## src/rtl/mem_access_pkg.sv

```systemverilog
// rtl/mem_access_pkg.sv - shared FSM state type, funct3 codes and access fault check for mem_access
package mem_access_pkg;

  typedef enum logic [1:0] {
    ST_IDLE,
    ST_REQ,
    ST_WAIT,
    ST_RESP
  } state_e;

  localparam logic [2:0] F3_LB  = 3'd0;
  localparam logic [2:0] F3_LH  = 3'd1;
  localparam logic [2:0] F3_LW  = 3'd2;
  localparam logic [2:0] F3_LBU = 3'd4;
  localparam logic [2:0] F3_LHU = 3'd5;

  // Sizes 3/6/7 have no meaning for loads; stores with those codes use the mask as given.
  function automatic logic access_fault(input logic [2:0] funct3,
                                        input logic [1:0] addr_lo,
                                        input logic       is_load);
    logic fault;
    fault = 1'b0;
    case (funct3)
      F3_LB, F3_LBU: fault = 1'b0;
      F3_LH, F3_LHU: fault = addr_lo[0];
      F3_LW:         fault = (addr_lo != 2'b00);
      default:       fault = is_load;
    endcase
    return fault;
  endfunction

endpackage

```

## src/rtl/mem_access_load_format.sv

```systemverilog
// rtl/mem_access_load_format.sv - combinational load lane extraction and sign/zero extension
module mem_access_load_format
  import mem_access_pkg::*;
(
  input  logic [31:0] rdata_i,
  input  logic [1:0]  offset_i,
  input  logic [2:0]  funct3_i,
  output logic [31:0] data_o
);

  logic [31:0] shifted;

  always_comb begin
    shifted = rdata_i >> {offset_i, 3'b000};
    case (funct3_i)
      F3_LB:   data_o = {{24{shifted[7]}}, shifted[7:0]};
      F3_LBU:  data_o = {24'h0, shifted[7:0]};
      F3_LH:   data_o = {{16{shifted[15]}}, shifted[15:0]};
      F3_LHU:  data_o = {16'h0, shifted[15:0]};
      default: data_o = shifted;
    endcase
  end

endmodule

```

## src/rtl/mem_access.sv

```systemverilog
// rtl/mem_access.sv - load/store unit bridging the Execute stage to a req/ready/rvalid data bus
module mem_access
  import mem_access_pkg::*;
#(
  parameter int TIMEOUT_CYCLES = 255
) (
  input  logic        clk,
  input  logic        reset,
  input  logic        mem_write_in,
  input  logic        mem_read_in,
  input  logic [31:0] mem_addr_in,
  input  logic [31:0] mem_data_in,
  input  logic [7:0]  mem_mask_in,
  input  logic [2:0]  funct3_in,
  input  logic [4:0]  rd_in,
  output logic        stall_out,
  output logic        dbus_req_out,
  output logic        dbus_we_out,
  output logic [31:0] dbus_addr_out,
  output logic [31:0] dbus_wdata_out,
  output logic [3:0]  dbus_wstrb_out,
  input  logic        dbus_ready_in,
  input  logic        dbus_rvalid_in,
  input  logic [31:0] dbus_rdata_in,
  output logic        load_valid_out,
  output logic [31:0] load_data_out,
  output logic [4:0]  load_rd_out,
  output logic        misalign_out,
  output logic        timeout_out
);

  localparam int CW = (TIMEOUT_CYCLES < 2) ? 1 : $clog2(TIMEOUT_CYCLES);
  localparam logic [CW-1:0] CNT_LAST = CW'(TIMEOUT_CYCLES - 1);

  state_e          state_q, state_d;
  logic [CW-1:0]   cnt_q, cnt_d;
  logic [29:0]     word_addr_q;
  logic [1:0]      offset_q;
  logic [31:0]     wdata_q;
  logic [3:0]      wstrb_q;
  logic            we_q;
  logic [2:0]      funct3_q;
  logic [4:0]      rd_q;
  logic            misalign_q, misalign_d;
  logic            timeout_q, timeout_d;
  logic [31:0]     load_data_q;
  logic [4:0]      load_rd_q;
  logic            accept, fault, expired;
  logic [31:0]     fmt_data;
  logic            unused_mask_hi;

  assign unused_mask_hi = ^mem_mask_in[7:4];

  assign accept  = (state_q == ST_IDLE) && (mem_write_in || mem_read_in);
  assign fault   = accept && access_fault(funct3_in, mem_addr_in[1:0], !mem_write_in);
  assign expired = (cnt_q == CNT_LAST);

  // A bus handshake in the expiring cycle completes the transaction rather than timing it out.
  always_comb begin
    state_d    = state_q;
    cnt_d      = cnt_q;
    misalign_d = 1'b0;
    timeout_d  = 1'b0;
    case (state_q)
      ST_IDLE: begin
        cnt_d = '0;
        if (fault) begin
          misalign_d = 1'b1;
        end else if (accept) begin
          state_d = ST_REQ;
        end
      end
      ST_REQ: begin
        cnt_d = cnt_q + CW'(1);
        if (dbus_ready_in) begin
          state_d = we_q ? ST_IDLE : ST_WAIT;
        end else if (expired) begin
          state_d   = ST_IDLE;
          timeout_d = 1'b1;
        end
      end
      ST_WAIT: begin
        cnt_d = cnt_q + CW'(1);
        if (dbus_rvalid_in) begin
          state_d = ST_RESP;
        end else if (expired) begin
          state_d   = ST_IDLE;
          timeout_d = 1'b1;
        end
      end
      ST_RESP: state_d = ST_IDLE;
      default: state_d = ST_IDLE;
    endcase
  end

  always_ff @(posedge clk) begin
    if (reset) begin
      state_q     <= ST_IDLE;
      cnt_q       <= '0;
      word_addr_q <= '0;
      offset_q    <= '0;
      wdata_q     <= '0;
      wstrb_q     <= '0;
      we_q        <= 1'b0;
      funct3_q    <= '0;
      rd_q        <= '0;
      misalign_q  <= 1'b0;
      timeout_q   <= 1'b0;
      load_data_q <= '0;
      load_rd_q   <= '0;
    end else begin
      state_q    <= state_d;
      cnt_q      <= cnt_d;
      misalign_q <= misalign_d;
      timeout_q  <= timeout_d;
      if (accept && !fault) begin
        word_addr_q <= mem_addr_in[31:2];
        offset_q    <= mem_addr_in[1:0];
        wdata_q     <= mem_data_in << {mem_addr_in[1:0], 3'b000};
        wstrb_q     <= mem_mask_in[3:0] << mem_addr_in[1:0];
        we_q        <= mem_write_in;
        funct3_q    <= funct3_in;
        rd_q        <= rd_in;
      end
      if (state_q == ST_WAIT && dbus_rvalid_in) begin
        load_data_q <= fmt_data;
        load_rd_q   <= rd_q;
      end
    end
  end

  mem_access_load_format u_load_format (
    .rdata_i  (dbus_rdata_in),
    .offset_i (offset_q),
    .funct3_i (funct3_q),
    .data_o   (fmt_data)
  );

  assign stall_out      = (state_q != ST_IDLE);
  assign dbus_req_out   = (state_q == ST_REQ);
  assign dbus_we_out    = dbus_req_out & we_q;
  assign dbus_addr_out  = {word_addr_q, 2'b00};
  assign dbus_wdata_out = wdata_q;
  assign dbus_wstrb_out = wstrb_q;
  assign load_valid_out = (state_q == ST_RESP);
  assign load_data_out  = load_data_q;
  assign load_rd_out    = load_rd_q;
  assign misalign_out   = misalign_q;
  assign timeout_out    = timeout_q;

endmodule

```

## config.mk

```make
export PLATFORM = sky130hd
export DESIGN_NAME = mem_access
export DESIGN_NICKNAME = d
export VERILOG_FILES = /design/src/rtl/mem_access_pkg.sv /design/src/rtl/mem_access_load_format.sv /design/src/rtl/mem_access.sv
export SDC_FILE = /design/constraint.sdc
export NUM_CORES = 1
export LEC_CHECK = 0
export BUFFER_PORTS_ARGS = -buffer_cell sky130_fd_sc_hd__buf_2
export CORE_UTILIZATION = 30
export CTS_CLUSTER_SIZE = 10
export DETAILED_ROUTE_END_ITERATION = 8
export HOLD_SLACK_MARGIN = 0.08
export MAX_ROUTING_LAYER = met4
export SLEW_MARGIN = 20
export SYNTH_ARGS = -nofsm -noshare
export SYNTH_HDL_FRONTEND = slang
export SYNTH_HIERARCHICAL = 1
export SYNTH_SLANG_ARGS = --single-unit
```

## constraint.sdc

```tcl
create_clock -name clk -period 1.7 [get_ports clk]
set_input_delay 0 -clock clk [delete_from_list [all_inputs] [get_ports clk]]
set_output_delay 0 -clock clk [all_outputs]
set_load 0.005 [all_outputs]
```

# Yosys cells after proc, flatten, opt, wreduce, memory -nomap -nowiden
# Index checks and enable logic that the tools add are counted.
[totals]
out_inout_bits = 111
word_cells = 65
input_bits = 118
register_bits = 126
[op_classes]
bitwise_logic = 2
reduce_logical = 18
n_shift = 3
mux = 15
n_eq_ne = 13
addsub = 1
[op_table]
columns = ["cell", "count"]
rows = [
  ["one-hot mux 32 bit (4 select lines)", 1],
  ["left shift 32 x 5 -> 32 bit", 1],
  ["right shift 32 x 5 -> 32 bit", 1],
  ["one-hot mux 8 bit (2 select lines)", 1],
  ["== test 3 bit, second input constant", 4],
  ["2-to-1 mux 2 bit", 6],
  ["adder 8 x 1 -> 8 bit, second input constant", 1],
  ["== test 8 bit, second input constant", 1],
  ["one-hot mux 2 bit (4 select lines)", 1],
  ["OR reduction 2 bit", 4],
  ["== test 3 x 1 -> 1 bit, second input constant", 2],
  ["logical NOT 3 bit", 2],
  ["nonzero test 2 bit", 3],
  ["== test 2 bit, second input constant", 2],
  ["logical AND 1 bit", 4],
  ["2-to-1 mux 1 bit", 4],
  ["!= test 2 bit, second input constant", 2],
  ["left shift 4 x 2 -> 4 bit", 1],
  ["== test 3 x 2 -> 1 bit, second input constant", 1],
  ["one-hot mux 1 bit (3 select lines)", 1],
  ["== test 2 x 1 -> 1 bit, second input constant", 1],
  ["logical NOT 1 bit", 2],
  ["logical NOT 2 bit", 1],
  ["one-hot mux 1 bit (2 select lines)", 1],
  ["4 further kinds", 4],
]

# Depth between registers and ports, before layout
# Gate-level depths: netlist of run 1.
[depth]
word_depth = 6
depth_mapped = 8
mapped_depth_nobuf = 7

# Cells and area by module
# The synthesis of run 1 kept the hierarchy.
[by_module_without_submodules]
columns = ["mod", "area_per_inst_um2", "cells_each", "seq_area_each_um2", "n_inst"]
rows = [
  ["mem_access", 5117.4, 641, 2522.4, 1],
  ["mem_access_load_format", 694.4, 107, 0.0, 1],
]

# Worst setup path after synthesis of run 1
# Ideal clock, no wire load.
[synth_path]
path_type = "reg-to-reg"
from = "reg state_q[0]"
to = "reg funct3_q[0]"
setup_ns = 0.070
path_buffers = 2
t_arrival_ns = 1.540
slack_ns = 0.089
path_stages_with_launch = 9
t_required_ns = 1.630
synth_period_minus_slack_ns = 1.611
cell_sequence = "dfxtp_1 > inv_1 > ha_1 > o21ai_0 > a21o_1 > buf_2 > buf_2 > nand2_1 > a21oi_1"
[synth_between]
elab_chain_len = 5
[synth_lines]
columns = ["item", "line", "rtl"]
rows = [
  ["start: declaration", "mem_access.sv:35", "state_e state_q, state_d;"],
  ["start signal: assignment", "mem_access.sv:112", "state_q <= state_d;"],
  ["logical NOT 2 bit *", "mem_access.sv:54", "assign accept = (state_q == ST_IDLE) && (mem_write_in || mem_read_in);"],
  ["logical AND 1 bit *", "mem_access.sv:54", ""],
  ["logical AND 1 bit", "mem_access.sv:55", "assign fault = accept && access_fault(funct3_in, mem_addr_in[1:0], !mem_write_in);"],
  ["logical NOT 1 bit", "mem_access.sv:116", "if (accept && !fault) begin"],
  ["logical AND 1 bit *", "mem_access.sv:116", ""],
  ["end signal: assignment", "mem_access.sv:122", "funct3_q <= funct3_in;"],
  ["end: declaration", "mem_access.sv:42", "logic [2:0] funct3_q;"],
]
# Every way passes the cells marked *; elsewhere a longest branch is shown, timed or not.
# A chain may end at the register's enable or synchronous reset.

# Worst setup path after layout of run 1
[layout_path]
from = "in mem_addr_in[1]"
to = "reg wdata_q[8], in the netlist dbus_wdata_out[8]"
[layout_between]
elab_chain_len = 5
word_cells_on_any_way = 6
classes_between = "shift (1); mux (1); reduce/logical (4)"
[layout_lines]
columns = ["item", "line", "rtl"]
rows = [
  ["start: declaration", "mem_access.sv:11", "input logic [31:0] mem_addr_in,"],
  ["nonzero test 2 bit", "mem_access_pkg.sv:26", "F3_LW: fault = (addr_lo != 2'b00);"],
  ["one-hot mux 1 bit (3 select lines)", "mem_access_pkg.sv:23", "case (funct3)"],
  ["logical AND 1 bit", "mem_access.sv:55", ""],
  ["logical NOT 1 bit", "mem_access.sv:116", ""],
  ["logical AND 1 bit", "mem_access.sv:116", ""],
  ["end signal: assignment", "mem_access.sv:119", "wdata_q <= mem_data_in << {mem_addr_in[1:0], 3'b000};"],
  ["end: declaration", "mem_access.sv:39", "logic [31:0] wdata_q;"],
]
# Parallel ways exist; a longest one is shown, timed or not.

==> impl_results.md, run 1 <==
- Static Leakage: 3.926 nW
- FF-to-FF path depth: 8
- CP peak stage delay: 550 ps
- Area leader, netlist: dfxtp_1
- Share of cells above drive strength 1: 0.2926
- Placed wire-length estimate: 12,770 um
- Clock latency on the worst-skew pair: 420 ps
- CTS tree: yes
- Clk root buf: clkbuf_16
- RR Endpoint: dbus_wdata_out[24]$_SDFFE_PP0P_
- Initial antenna violation count: 1
- Routed Antenna Nets: 0
- Worst Tran Pin Value: 710.3 ps
- Crit Path Max Fanout: 18
- Clock Path Buffers: 2
- Setup crit end: dbus_wdata_out[8]$_SDFFE_PP0P_
- CP Launch Type: primary input
- Setup slack, reg-to-reg: 110 ps
- DR WL/cell: 14.93 um
- Worst Skew: 8.456 ps
- Pwr Total: 8.736 mW
- Area contributors post-synth: dfxtp_1 (43%), nand2_1 (14%), a21oi_1 (10%)
- FFs w/ async S/R, synth: 0
- Worst slack, placed: 29.35 ps
- Vias per cell: 4.789
- Drt drc: 0
- Post-synth EDFFs: 0
- IO Pins: 229
- Syn. warnings: 6
- Syn avg cell area: 7.770 sq um
- Area delta synth->final: 55.78%
- RSZ-0062 raised after global routing: false
- IR drop worst, VDD: 0.7212 mV
- Slowest stage cell, crit path: dlygate4sd3_1
- Vias in the first global route: 6,176
- Die Y: 141.2 um
- Top cell family by delay on the critical path: buffers and inverters
- Main synth FF type: dfxtp_1
- Fin area: 9054 sq um
- Final hold viol count: 0
- Post-Syn Area: 5812 sq um
- Beginning of the critical path: mem_addr_in[1]
- Final TNS setup: 0 ps
- Routability cong.: 0.8375
- Initial cell density of the core: 0.3086
- Max cap viols: 0
- Starting DRT DRC Count: 293
- Global-route wire length before repair: 30,890 um
- DP Area: 7340 sq um
- Outcome: completed
- Cell with the most instances after synthesis: nand2_1
- Hold_ws: 112.3 ps
- Setup-failing EPs final: 0
- H-tree depth: 4
- Overflow after GRT: 0
- GRT Total Usage: 0.2037
- Min-Delay Path Class: primary input to flop
- Worst R2R Start: state_q[1]$_SDFFE_PP0P_
- Max Clk Rate: 0.6108 GHz
- Site row count: 50
- Post-Syn Instances: 748
- Sequential-to-total area share from yosys stat: 0.4340
- Via Count: 6,422
- Critical path buffers and inverters: 3
- Pin count of the biggest net entering global routing: 60
- Slew Limit Fails: 0
- Die area: 19,930 sq um
- # port buffers: 222
- First-pass DRT Iterations: 5
- Final Net Count: 1,193
- Die Wd: 141.2 um
- Final min period: 1637 ps
- FF+latch count, synth: 126
- Final period util: 0.9630
- Clock net sink count: 126
- Routed wire length: 20,020 um
- Relative slew slack: 0.5255
- Critical Path RT: 2050 ps
- Placeable Area: 18,830 sq um
- Share of the synthesized area in the top cell type: 0.4340
- PnR worst setup slack: 62.93 ps
- Worst-path clk slew: 60 ps
- Top post-synthesis cells by count: nand2_1 (216), dfxtp_1 (126), a21oi_1 (120), nor2_1 (46), mux2i_1 (38)
- CP Class: primary input to flop
- Cell Pwr Density: 964.9 nW/um^2
- Crit-path cells: dlygate4sd3_1 -> buf_2 -> nor4_4 -> nor2_4 -> a21o_4 -> buf_12 -> or3_4 -> a21oi_2
- TritonCTS Buffers: 17
- Worst Setup End Kind: flop
- Worst Path Arrival: 1980 ps
- Stages on worst setup path: 8
- Synth unique cells: 44
==> layout make-up <==
class                           instances  area, sq um
Antenna cell                            1        2.502
Clock buffer                           21        440.4
Clock inverter                         11        142.6
Fill cell                            1830         9777
Inverter                                7        26.28
Multi-Input combinational cell        560         3058
Sequential cell                       126         2527
Tap cell                              260        325.3
Timing Repair Buffer                  355         2531
==> state kept, by name, indices dropped and copies added (netlist names) <==
name and count:
dbus_wdata_out 32, load_data_out 32, word_addr_q 30, cnt_q 8, load_rd_out 5, rd_q 5
dbus_wstrb_out 4, funct3_q 3, offset_q 2, state_q 2, misalign_out 1, timeout_out 1
we_q 1
==> where the power goes <==
part | switching (mW) | leakage (nW) | total (mW) | internal, mW
Clock | 1.37 | 0.281 | 3.66 | 2.30
Combinational | 0.956 | 2.62 | 1.85 | 0.893
Sequential | 0.0951 | 1.03 | 3.22 | 3.13
==> cell families after synthesis <==
| group | count (synthesis) | share of synthesized area |
|---|---|---|
| buffers and inverters | 63 | 0.05038 |
| adder cells (fa/ha/maj) | 8 | 0.01722 |
| XOR/XNOR | 4 | 0.006029 |
| flip-flops | 126 | 0.4340 |
| AND/OR/NAND/NOR | 322 | 0.2340 |
| multiplexers | 48 | 0.08482 |
| AO/OA/AOI/OAI | 176 | 0.1729 |
| other | 1 | 0.0006452 |
==> how the worst min path moves through the flow <==
stage                                from                         endpoint  cells past startpoint
after global placement     mem_addr_in[4]      word_addr_q[2]$_SDFFE_PP0P_                      3
after floorplan                  rd_in[0]             rd_q[0]$_SDFFE_PP0P_                      2
final                     mem_data_in[24]  dbus_wdata_out[24]$_SDFFE_PP0P_                      4
after detailed placement  mem_addr_in[31]     word_addr_q[29]$_SDFFE_PP0P_                      3
after CTS                 mem_data_in[24]  dbus_wdata_out[24]$_SDFFE_PP0P_                      4
after global routing      mem_data_in[24]  dbus_wdata_out[24]$_SDFFE_PP0P_                      4
==> what timing repair did <==
item,4_1_cts,5_1_grt
pin swaps,1,8
cloned,0,2
endpoints found under the setup margin,1,63
setup buffers,0,3
endpoints found under the hold margin,99,0
resized for setup,1,19
hold buffers,100,0
==> worst reg2reg max path: stages (launching register included) <==
cell and delay [ps]:
dfxtp_1 320, inv_2 80, ha_4 150, o21ai_1 90
buf_4 160, a21oi_4 180, buf_12 220, o211ai_1 180
a21oi_1 160
==> placed cells by master, fill, tap and decap left out, types with 11 or more instances in the layout <==
cell type and n:
nand2_1 216, dlygate4sd3_1 99, nor2b_1 11, mux2i_1 36
buf_2 220, dfxtp_1 124, nor2_1 44, nor3_1 11
o21ai_0 11, a21oi_1 118, nand3_1 12, buf_4 22
a211oi_1 23, clkbuf_16 19
==> through the flow <==
step                      instances  utilization
after floorplan                 749            -
after global placement         1204       0.3898
after detailed placement       1204       0.3898
after CTS                      1336       0.4740
after global routing           1341       0.4808
final                          1341       0.4808
==> routing by layer <==
layer  share of wire  GRT usage
met1            0.42     0.2282
met2            0.50     0.3478
met3           0.063    0.05333
met4           0.017    0.07380
met5               0          -
Power figures use the tool's default switching activity.
==> inputs of run 2 (changes only) <==
CAP_MARGIN = 10   (was unset)
PLACE_DENSITY_LB_ADDON = 0.08   (was unset)
==> run 2 against run 1 <==
  * Cell count shrank 0.67%
  * Total power up 2.1%
  * Non-clock buffer count down 5
  * Routed wire length down 3.2%
  * Clock power up 6.6%
  * Count of clock-buffer cells in the layout increased by 2
  * Critical path depth down 1
  * Setup slack better by 14 ps
  * Clock skew is 0.80 ps lower
  * First-iteration DRC count down 28%
  * Largest power group unchanged
==> impl_results.md, run 2 (synthesized netlist as in run 1, its figures left out) <==
- Max cap viols: 0 (unchanged)
- Overflow after GRT: 0 (unchanged)
- Routability cong.: 0.8076 (-3.6%)
- Critical path buffers and inverters: 2 (-1)
- H-tree depth: 4 (unchanged)
- Routed Antenna Nets: 0 (unchanged)
- Site row count: 50 (unchanged)
- Cell Pwr Density: 991.2 nW/um^2 (+2.7%)
- Pwr Total: 8.919 mW (+2.1%)
- Die Wd: 141.2 um (unchanged)
- Worst-path clk slew: 60 ps (about the same)
- Final TNS setup: 0 ps (unchanged)
- Initial antenna violation count: 0 (-1)
- Crit Path Max Fanout: 27 (+9)
- First-pass DRT Iterations: 4 (-1)
- Via Count: 6,121 (-4.7%)
- CP Class: primary input to flop
- Clock latency on the worst-skew pair: 410 ps (about the same)
- CP Launch Type: primary input
- Die area: 19,930 sq um (unchanged)
- CP peak stage delay: 630 ps (+80 ps)
- IR drop worst, VDD: 0.7093 mV (-1.6%)
- Max Clk Rate: 0.6160 GHz (+0.84%)
- Static Leakage: 3.909 nW (-0.45%)
- PnR worst setup slack: 76.56 ps (+13.63 ps)
- Global-route wire length before repair: 30,080 um (-2.6%)
- Top cell family by delay on the critical path: buffers and inverters
- Beginning of the critical path: funct3_in[2]
- Share of cells above drive strength 1: 0.2938 (+0.001251)
- Final min period: 1623 ps (-13.63 ps)
- TritonCTS Buffers: 17 (unchanged)
- Vias in the first global route: 5,823 (-5.7%)
- Crit-path cells: dlygate4sd3_1 -> nor4_4 -> nor2_4 -> a21o_4 -> buf_12 -> or3_1 -> a21oi_1
- Worst Setup End Kind: flop
- Die Y: 141.2 um (unchanged)
- Pin count of the biggest net entering global routing: 56 (-6.7%)
- Clk root buf: clkbuf_16
- Clock Path Buffers: 2 (unchanged)
- Setup-failing EPs final: 0 (unchanged)
- Most used cells in the layout excluding fill and tap cells: buf_2 (220), nand2_1 (216), dfxtp_1 (125)
- Final Net Count: 1,188 (-0.42%)
- Slowest stage cell, crit path: dlygate4sd3_1
- Placed wire-length estimate: 12,970 um (+1.6%)
- Relative slew slack: 0.4388 (-0.08675)
- Clock net sink count: 126 (unchanged)
- # port buffers: 222 (unchanged)
- Critical Path RT: 2040 ps (about the same)
- Worst Path Arrival: 1970 ps (about the same)
- Slew Limit Fails: 0 (unchanged)
- DR WL/cell: 14.54 um (-2.6%)
- Worst Skew: 7.658 ps (-0.7984 ps)
- Placed cells: 1,209 (+0.42%)
- Vias per cell: 4.595 (-4.0%)
- Worst slack, placed: 40.43 ps (+11.07 ps)
- Min-Delay Path Class: primary input to flop
- Final Instance Count excl. Fillers: 1,332 (-0.67%)
- Drt drc: 0 (unchanged)
- Area delta synth->final: 54.83%
- IO Pins: 229 (unchanged)
- Final period util: 0.9550 (-0.008015)
- Worst Tran Pin Value: 838.8 ps (+128.5 ps)
- Placeable Area: 18,830 sq um (unchanged)
- Worst R2R Start: state_q[1]$_SDFFE_PP0P_
- GRT Total Usage: 0.1976 (-0.006125)
- RSZ-0062 raised after global routing: false
- Initial cell density of the core: 0.3086 (unchanged)
- Starting DRT DRC Count: 212 (-28%)
- Outcome: completed
- Fin util: 0.4779 (-0.002923)
- CTS tree: yes
- Hold wc startpoint: dbus_rdata_in[19]
- Final hold viol count: 0 (unchanged)
- Routed wire length: 19,370 um (-3.2%)
- N_diodes: 0 (-1)
- Commonest non-fill, non-tap cell in the layout: buf_2
[run 2: cell count changes in the layout (fill, tap and decap cells not counted), sizes merged, moves of 2 or more]
cell and delta:
dlygate4sd3 -7, buf +3, clkbuf +2, clkinv -5
[run 2: path summary, 6_finish.rpt]
check	end	slack [ps]	depth (start not counted)
hold reg to reg	load_rd_out[4]$_SDFFE_PP0P_	450	2
hold / removal	load_data_out[19]$_SDFFE_PP0P_	110	5
setup / recovery	dbus_wdata_out[11]$_SDFFE_PP0P_	80	7
setup reg to reg	dbus_wdata_out[11]$_SDFFE_PP0P_	110	7
[run 2: report_power, final]
part | internal (mW) | switching (mW) | total (mW)
combinational | 0.873 | 0.923 | 1.80
sequential | 3.13 | 0.0972 | 3.23
clock | 2.59 | 1.31 | 3.90
total | 6.59 | 2.33 | 8.92
[run 2: per-layer routing]
layer  track usage  vias to the layer above  wire (um)
met2        0.3171                      168       9189
met1        0.2436                     2786       8907
li1              -                     3152          -
met3       0.04789                       15       1042
met5             -                        -          0
met4       0.06178                        0        229
[run 2: final cells by class]
class / instances / area [sq um]
fillers: 1920 / 9832
multi-input cells: 560 / 3052
flip-flops and latches: 126 / 2526
inverters: 7 / 26.28
clock inverters: 6 / 132.6
clock buffers: 23 / 488.0
well taps: 260 / 325.3
repair buffers: 350 / 2449
[run 2: worst register-to-register path: stages (launching register included)]
cell and delay [ps]:
dfxtp_1 300, inv_1 110, ha_4 150, o21ai_1 90, a21o_4 220, buf_12 160
or3_1 350, a21oi_1 150
[run 2: what timing repair did]
item / CTS / global route
hold buffers: 92 / 0
endpoints found under the hold margin: 105 / 0
setup endpoints to repair: 0 / 104
gates resized for setup: 0 / 21
buffers inserted: 0 / 1
[run 2: per-stage QoR]
| step | hold WS, ps | instance area, sq um |
|---|---|---|
| 2_1_floorplan | 136.0 | 5816 |
| 3_3_place_gp | 244.2 | 7315 |
| 3_5_place_dp | 246.9 | 7315 |
| 4_1_cts | 100.4 | 8856 |
| 5_1_grt | 137.7 | 8999 |
| 6_report | 111.8 | 8999 |
